--- src/rtl/control_pkg.sv ---
// Shared types and encodings for the multicycle main controller.
// State enum, datapath select codes and the control word bundle.
package control_pkg;

  typedef enum logic [3:0] {
    S_FETCH    = 4'd0,
    S_DECODE   = 4'd1,
    S_MEMADR   = 4'd2,
    S_MEMREAD  = 4'd3,
    S_MEMWB    = 4'd4,
    S_MEMWRITE = 4'd5,
    S_EXECR    = 4'd6,
    S_EXECI    = 4'd7,
    S_ALUWB    = 4'd8,
    S_BRANCH   = 4'd9
  } state_t;

  localparam logic [1:0] OP_DP  = 2'b00;
  localparam logic [1:0] OP_MEM = 2'b01;
  localparam logic [1:0] OP_BR  = 2'b10;
  localparam logic [1:0] OP_ILL = 2'b11;

  localparam logic [1:0] SRCB_REG  = 2'b00;
  localparam logic [1:0] SRCB_IMM  = 2'b01;
  localparam logic [1:0] SRCB_FOUR = 2'b10;

  localparam logic [1:0] RES_ALUOUT = 2'b00;
  localparam logic [1:0] RES_RDATA  = 2'b01;
  localparam logic [1:0] RES_ALURES = 2'b10;

  localparam logic [1:0] IMM_DP  = 2'b00;
  localparam logic [1:0] IMM_MEM = 2'b01;
  localparam logic [1:0] IMM_BR  = 2'b10;

  localparam logic [1:0] REGSRC_DEF = 2'b00;
  localparam logic [1:0] REGSRC_BR  = 2'b01;
  localparam logic [1:0] REGSRC_ST  = 2'b10;

  typedef struct packed {
    logic       pcupdate;
    logic       irwrite;
    logic       regw;
    logic       memw;
    logic       branch;
    logic       adrsrc;
    logic       alusrca;
    logic [1:0] alusrcb;
    logic [1:0] resultsrc;
    logic [1:0] immsrc;
    logic [1:0] regsrc;
    logic       aluop;
  } ctrl_t;

endpackage

--- src/rtl/control_output_decode.sv ---
// Moore control word for each controller state.
// FETCH fetch enables are raw here; the FSM qualifies them.
module control_output_decode
  import control_pkg::*;
(
  input  state_t state_i,
  output ctrl_t  ctrl_o
);

  // state -> control word, everything unlisted stays 0
  always_comb begin
    ctrl_o = '0;
    unique case (state_i)
      S_FETCH: begin
        ctrl_o.alusrca   = 1'b1;
        ctrl_o.alusrcb   = SRCB_FOUR;
        ctrl_o.resultsrc = RES_ALURES;
        ctrl_o.irwrite   = 1'b1;
        ctrl_o.pcupdate  = 1'b1;
      end
      S_DECODE: begin
        ctrl_o.alusrca   = 1'b1;
        ctrl_o.alusrcb   = SRCB_FOUR;
        ctrl_o.resultsrc = RES_ALURES;
      end
      S_EXECR: begin
        ctrl_o.aluop = 1'b1;
      end
      S_EXECI: begin
        ctrl_o.alusrcb = SRCB_IMM;
        ctrl_o.immsrc  = IMM_DP;
        ctrl_o.aluop   = 1'b1;
      end
      S_ALUWB: begin
        ctrl_o.resultsrc = RES_ALUOUT;
        ctrl_o.regw      = 1'b1;
      end
      S_MEMADR: begin
        ctrl_o.alusrcb = SRCB_IMM;
        ctrl_o.immsrc  = IMM_MEM;
      end
      S_MEMREAD: begin
        ctrl_o.adrsrc = 1'b1;
      end
      S_MEMWB: begin
        ctrl_o.resultsrc = RES_RDATA;
        ctrl_o.regw      = 1'b1;
      end
      S_MEMWRITE: begin
        ctrl_o.adrsrc = 1'b1;
        ctrl_o.memw   = 1'b1;
        ctrl_o.regsrc = REGSRC_ST;
      end
      S_BRANCH: begin
        ctrl_o.alusrcb   = SRCB_IMM;
        ctrl_o.immsrc    = IMM_BR;
        ctrl_o.resultsrc = RES_ALURES;
        ctrl_o.branch    = 1'b1;
        ctrl_o.regsrc    = REGSRC_BR;
      end
      default: ctrl_o = '0;
    endcase
  end

endmodule

--- src/rtl/control_multicycle_fsm.sv ---
// Multicycle main controller: state register, sequencing,
// reset gating of enables and retired-instruction counter.
module control_multicycle_fsm
  import control_pkg::*;
#(
  parameter int CNT_W   = 16,
  parameter bit WAIT_EN = 1'b1
) (
  input  logic             clk,
  input  logic             rst,
  input  logic [1:0]       op,
  input  logic             funct5,
  input  logic             funct0,
  input  logic             mem_ready,
  output logic             pcupdate,
  output logic             irwrite,
  output logic             regw,
  output logic             memw,
  output logic             branch,
  output logic             adrsrc,
  output logic             alusrca,
  output logic [1:0]       alusrcb,
  output logic [1:0]       resultsrc,
  output logic [1:0]       immsrc,
  output logic [1:0]       regsrc,
  output logic             aluop,
  output logic             illegal,
  output logic [3:0]       state_o,
  output logic [CNT_W-1:0] instr_cnt
);

  state_t           state_q, state_d, dec_state;
  logic [CNT_W-1:0] cnt_q, cnt_d;
  logic             ready, retire, run;
  ctrl_t            ctrl;

  assign ready = WAIT_EN ? mem_ready : 1'b1;
  assign run   = ~rst;

  // next state and retire strobe
  always_comb begin
    state_d = state_q;
    retire  = 1'b0;
    unique case (state_q)
      S_FETCH:
        if (ready) state_d = S_DECODE;
      S_DECODE: begin
        unique case (op)
          OP_DP:   state_d = funct5 ? S_EXECI : S_EXECR;
          OP_MEM:  state_d = S_MEMADR;
          OP_BR:   state_d = S_BRANCH;
          default: state_d = S_FETCH;
        endcase
      end
      S_EXECR, S_EXECI:
        state_d = S_ALUWB;
      S_MEMADR:
        state_d = funct0 ? S_MEMREAD : S_MEMWRITE;
      S_MEMREAD:
        if (ready) state_d = S_MEMWB;
      S_MEMWRITE:
        if (ready) begin
          state_d = S_FETCH;
          retire  = 1'b1;
        end
      S_ALUWB, S_MEMWB, S_BRANCH: begin
        state_d = S_FETCH;
        retire  = 1'b1;
      end
      default: state_d = S_FETCH;
    endcase
  end

  assign cnt_d = cnt_q + {{(CNT_W-1){1'b0}}, retire};

  // state and counter registers, synchronous reset
  always_ff @(posedge clk) begin
    if (rst) begin
      state_q <= S_FETCH;
      cnt_q   <= '0;
    end else begin
      state_q <= state_d;
      cnt_q   <= cnt_d;
    end
  end

  // during reset the selects show FETCH, enables are held low
  assign dec_state = rst ? S_FETCH : state_q;

  control_output_decode u_dec (
    .state_i (dec_state),
    .ctrl_o  (ctrl)
  );

  assign pcupdate  = ctrl.pcupdate & ready & run;
  assign irwrite   = ctrl.irwrite & ready & run;
  assign regw      = ctrl.regw & run;
  assign memw      = ctrl.memw & run;
  assign branch    = ctrl.branch & run;
  assign adrsrc    = ctrl.adrsrc;
  assign alusrca   = ctrl.alusrca;
  assign alusrcb   = ctrl.alusrcb;
  assign resultsrc = ctrl.resultsrc;
  assign immsrc    = ctrl.immsrc;
  assign regsrc    = ctrl.regsrc;
  assign aluop     = ctrl.aluop;
  assign illegal   = (state_q == S_DECODE) & (op == OP_ILL) & run;
  assign state_o   = state_q;
  assign instr_cnt = cnt_q;

endmodule

--- config.mk ---
export PLATFORM = sky130hd
export DESIGN_NAME = control_multicycle_fsm
export DESIGN_NICKNAME = d
export VERILOG_FILES = /design/src/rtl/control_pkg.sv /design/src/rtl/control_output_decode.sv /design/src/rtl/control_multicycle_fsm.sv
export SDC_FILE = /design/constraint.sdc
export NUM_CORES = 1
export LEC_CHECK = 0
export ABC_AREA = 1
export CELL_PAD_IN_SITES_DETAIL_PLACEMENT = 0
export CELL_PAD_IN_SITES_GLOBAL_PLACEMENT = 1
export CORE_UTILIZATION = 32
export DETAILED_ROUTE_END_ITERATION = 8
export PLACE_DENSITY = 0.83
export SLEW_MARGIN = 20
export SYNTH_ARGS = -nofsm -noshare
export SYNTH_HDL_FRONTEND = slang
export SYNTH_HIERARCHICAL = 1
export SYNTH_SLANG_ARGS = --single-unit
--- constraint.sdc ---
create_clock -name clk -period 3.4 [get_ports clk]
set_input_delay 0.51 -clock clk [delete_from_list [all_inputs] [get_ports clk]]
set_output_delay 0.51 -clock clk [all_outputs]
set_load 0.01 [all_outputs]
======== Yosys cells after proc, flatten, opt, wreduce, memory -nomap -nowiden ========
Cells that the tools add are included.
cells by class
  mux-type cells .......................... 21
  reductions and logical operators ........ 12
  equal/unequal tests ..................... 24
  $add $sub $neg .......................... 1
  bitwise logic cells ..................... 10
operators by type and width
  operator              number
  $eq A4 B3 Y1 const B  8
  $pmux W4 S6           1
  $add A16 B1 Y16       1
  $eq A4 B2 Y1 const B  4
  $eq A4 B4 Y1 const B  4
  $mux W4               4
  $pmux W2 S2           4
  $pmux W4 S3           1
  $reduce_or A2 Y1      5
  $and A1 B1 Y1         9
  $reduce_or A3 Y1      3
  $eq A4 B1 Y1 const B  2
  $logic_not A4 Y1      2
  $mux W1               8
  $ne A2 B2 Y1 const B  3
  $eq A2 B2 Y1 const B  2
  $mux W3               1
  $reduce_and A3 Y1     1
  $eq A2 B1 Y1 const B  1
  $logic_not A2 Y1      1
  $mux W2               1
  $pmux W1 S2           1
  $not A1 Y1            1
storage, ports and cells
  bits of input ports ..................... 7
  bits in registers ....................... 20

======== Logic depth before layout (Yosys ltp) ========
  word-level depth ........................ 5
  depth in mapped cells ................... 12

======== Modules after synthesis ========
Netlist, hierarchy kept.
by module, submodules not included
  module                  instances  area an instance (sq um)  cells each
  control_multicycle_fsm  1          1,129.8                   179
  control_output_decode   1          155.1                     36

======== Least setup slack after synthesis ========
OpenSTA, ideal clock, no wires.
  kind .................................... input port to output port
  start point ............................. input port rst
  end point ............................... output port branch
  stages .................................. 9
  path buffers ............................ 2
  slack ................................... 1.307 ns
  required time ........................... 2.890 ns
  data arrival time ....................... 1.583 ns
  cell sequence ........................... clkbuf_1 -> nor2_1 -> inv_1 -> nor2_1 -> nand2_1 -> inv_1 -> buf_4 -> inv_1 -> nor2_1
RTL lines
  element             line                          text
  start: declaration  control_multicycle_fsm.sv:10  input logic rst,
  end: declaration    control_multicycle_fsm.sv:19  output logic branch,

======== Final worst setup path ========
  start point ............................. input port rst
  end point ............................... output port branch
on the way
  word-level cells in the longest chain between the ends .. 4
  elaborated cells on any way between the ends .. 5
RTL lines
  element           line                          text
  $mux W4           control_multicycle_fsm.sv:88  assign dec_state = rst ? S_FETCH : state_q;
  net dec_state[0]  control_multicycle_fsm.sv:32  state_t state_q, state_d, dec_state;
  $eq A4 B4 Y1      control_output_decode.sv:13   unique case (state_i)
  $mux W1           control_output_decode.sv:13
  $and A1 B1 Y1     control_multicycle_fsm.sv:99  assign branch = ctrl.branch & run;
The timed path passes the listed nets, and every way through them passes these cells.

==> reports/metrics.csv <==
metric,value,unit
cts_made_buffers,3,
dpl_cell_area,1760,µm²
yosysSeqAreaShare,31.2,%
syn_inst,215,
crit_start,rst,
cp_max_fo,8,
cap_violations,0,
cts_setup_buffers,0,
r2r_start,state_o[2]$_SDFFE_PP0P_,
reg2reg_to,instr_cnt[14]$_SDFF_PP0_,
cts_buffer_depth,2,
drc,0,
fmaxAchievable,343,MHz
maxSlewHeadroom,71.2,%
ir_drop,0.000130,V
setup-violations-final,0,
synthFlopType,dfxtp_1,
ant_nets,0,
rsz0062_at_grt,no,
avgRoutedWirePerCell,9.92,µm
r2r_cells,11,
cts.sinks,20,
chipHeight,65.4,µm
worst_clock_skew,0.00332,ns
worst_skew_pair.late_latency,0.26,ns
hp-class,reg2reg,
ys_warn_count,6,
synth_seq_cells,20,
grt_pass1_wl,5100,µm
setup_ws,0.485,ns
row_count,22,
status,"finished, final reports clean",
ff2ff_setup_slack,1.32,ns
netlist_area,1280,µm²
drtIter0Drc,48,
synthesis.nets,225,
viasPerCell,4.54,
fillers,408,
clk_pin_slew,0.07,ns
first_pass_iters,4,
pre_cts_slack,0.475,ns
fin_crit_sh,85.7,%
coreArea,3740,µm²
initial_core_util,34.3,%
drive_gt1_share,6.95,%
via_count,1393,
synthDistinctLibCells,21,
synth_top_area_share,31.2,%
endpoint,branch,
slew_violations,0,
synth-async-reset-ratio,0,%
synth_edf_count,0,
hold_buffers,0,
crit_type,in2out,
fin_area,1820,µm²
synth.avg_cell_area,5.98,µm²
grt_pass1_vias,1209,
pin_count,44,
multi_input_area,712,µm²
regArea,400,µm²
die-area,4270,µm²
fin_crit,2.91,ns
synthTopCellsByCount,"46 x nand2_1, 46 x nor2_1, 36 x inv_1",
tightestPinTransition,0.430,ns
gr-total-overflow,0,
yosysTopAreaCell,dfxtp_1,
cts.repair.resized,0,
routed_wirelength,3050,µm
cp_data_required_time,2.89,ns
dp_hpwl,2380,µm
io_buffers,43,
dieWidth,65.4,µm
hold_depth,2,
grt_usage,14.8,%
p_leak,0.778,nW
clockRootBuffer,clkbuf_8,
setup_tns,0,ns
place.gp.congestion,0.808,
startpoint_type,input pin,
num-nets-final,270,
crit_path_end_kind,primary output,
num_antenna_cells,0,
hold_violations,0,
antenna_found_initial,0,
fin_util,48.5,%
area_growth,41.3,%
p_per_area,325,nW/µm²
arrival,2.40,ns
cts.htree.levels,1,
cts_tree,done,
grt_max_degree,12,
synthTopCellsByArea,"dfxtp_1 31%, nand2_1 13%, nor2_1 13%, inv_1 11%, nand3_1 7.8%",
[final cells by class]
cell class | instances | share of cell area (%)
Clock buffer | 4 | 3.03
Inverter | 38 | 7.86
Multi-Input combinational cell | 152 | 39.2
Sequential cell | 20 | 22.1
Tap cell | 48 | 3.31
Timing Repair Buffer | 45 | 24.5
[kinds of logic (layout without fill, tap and decap cells)]
kind of cell             count (synthesis)  in the layout  synth area share (%)
XOR/XNOR                                 3              3                  2.05
adder cells (fa/ha/maj)                  3              3                  2.92
flip-flops                              20             20                  31.2
AND/OR/NAND/NOR                        125            125                  42.0
AO/OA/AOI/OAI                           21             21                  8.47
buffers and inverters                   43             87                  13.4
[cell usage in the layout, fill, tap and decap left out]
| cell | count |
|---|---|
| a21oi_1 | 9 |
| a31oi_1 | 1 |
| buf_4 | 2 |
| clkbuf_8 | 4 |
| clkdlybuf4s50_1 | 43 |
| dfxtp_1 | 20 |
| ha_1 | 3 |
| inv_1 | 36 |
| inv_2 | 2 |
| nand2_1 | 46 |
| nand2_2 | 1 |
| nand3_1 | 20 |
| nand3_2 | 2 |
| nand4_1 | 3 |
| nor2_1 | 46 |
| nor2_2 | 6 |
| nor2_4 | 1 |
| o21a_1 | 1 |
| o21ai_0 | 8 |
| o21ai_1 | 2 |
| xnor2_1 | 2 |
| xor2_1 | 1 |
[layer usage]
layer | vias up | share of wire (%) | global-route usage [%]
met5 | - | 0 | 0
met4 | 0 | 1.2 | 4.89
met3 | 5 | 6.1 | 2.95
met2 | 44 | 45 | 25.8
met1 | 599 | 48 | 18.1
li1 | 745 | - | -
[sequential cells by signal, summed over array words and instances, names as in the netlist]
signal,flops
state_o,4
instr_cnt,16
[critical path, stage by stage]
cell and delay (ns):
clkdlybuf4s50_1 0.53, nor2_1 0.35, inv_1 0.10, nor2_1 0.09, nand2_1 0.09, inv_1 0.09, inv_1 0.04, nor2_1 0.07
clkdlybuf4s50_1 0.53
[per-stage QoR]
stage,hold slack [ns],std cells,power (W)
finish,0.484,307,0.000591
global route,0.527,307,0.000628
CTS,0.489,307,0.000598
detailed placement,0.477,303,0.000413
global placement,0.468,303,0.000416
floorplan,0.495,215,0.000350
[worst min path at each step]
stage                                   from                        to  slack (ns)
global placement    instr_cnt[15]$_SDFF_PP0_  instr_cnt[15]$_SDFF_PP0_        0.47
finish              instr_cnt[15]$_SDFF_PP0_  instr_cnt[15]$_SDFF_PP0_        0.48
detailed placement  instr_cnt[15]$_SDFF_PP0_  instr_cnt[15]$_SDFF_PP0_        0.48
floorplan           instr_cnt[15]$_SDFF_PP0_  instr_cnt[15]$_SDFF_PP0_        0.49
CTS                 instr_cnt[15]$_SDFF_PP0_  instr_cnt[15]$_SDFF_PP0_        0.49
global route        instr_cnt[15]$_SDFF_PP0_  instr_cnt[15]$_SDFF_PP0_        0.53
[power by group]
group          switching, W  total [W]  internal, W
clock network     0.0000782   0.000181     0.000103
registers         0.0000123   0.000256     0.000243
logic             0.0000847   0.000154    0.0000689
total              0.000175   0.000591     0.000415
Note: power is estimated with default switching activity, not from simulation.
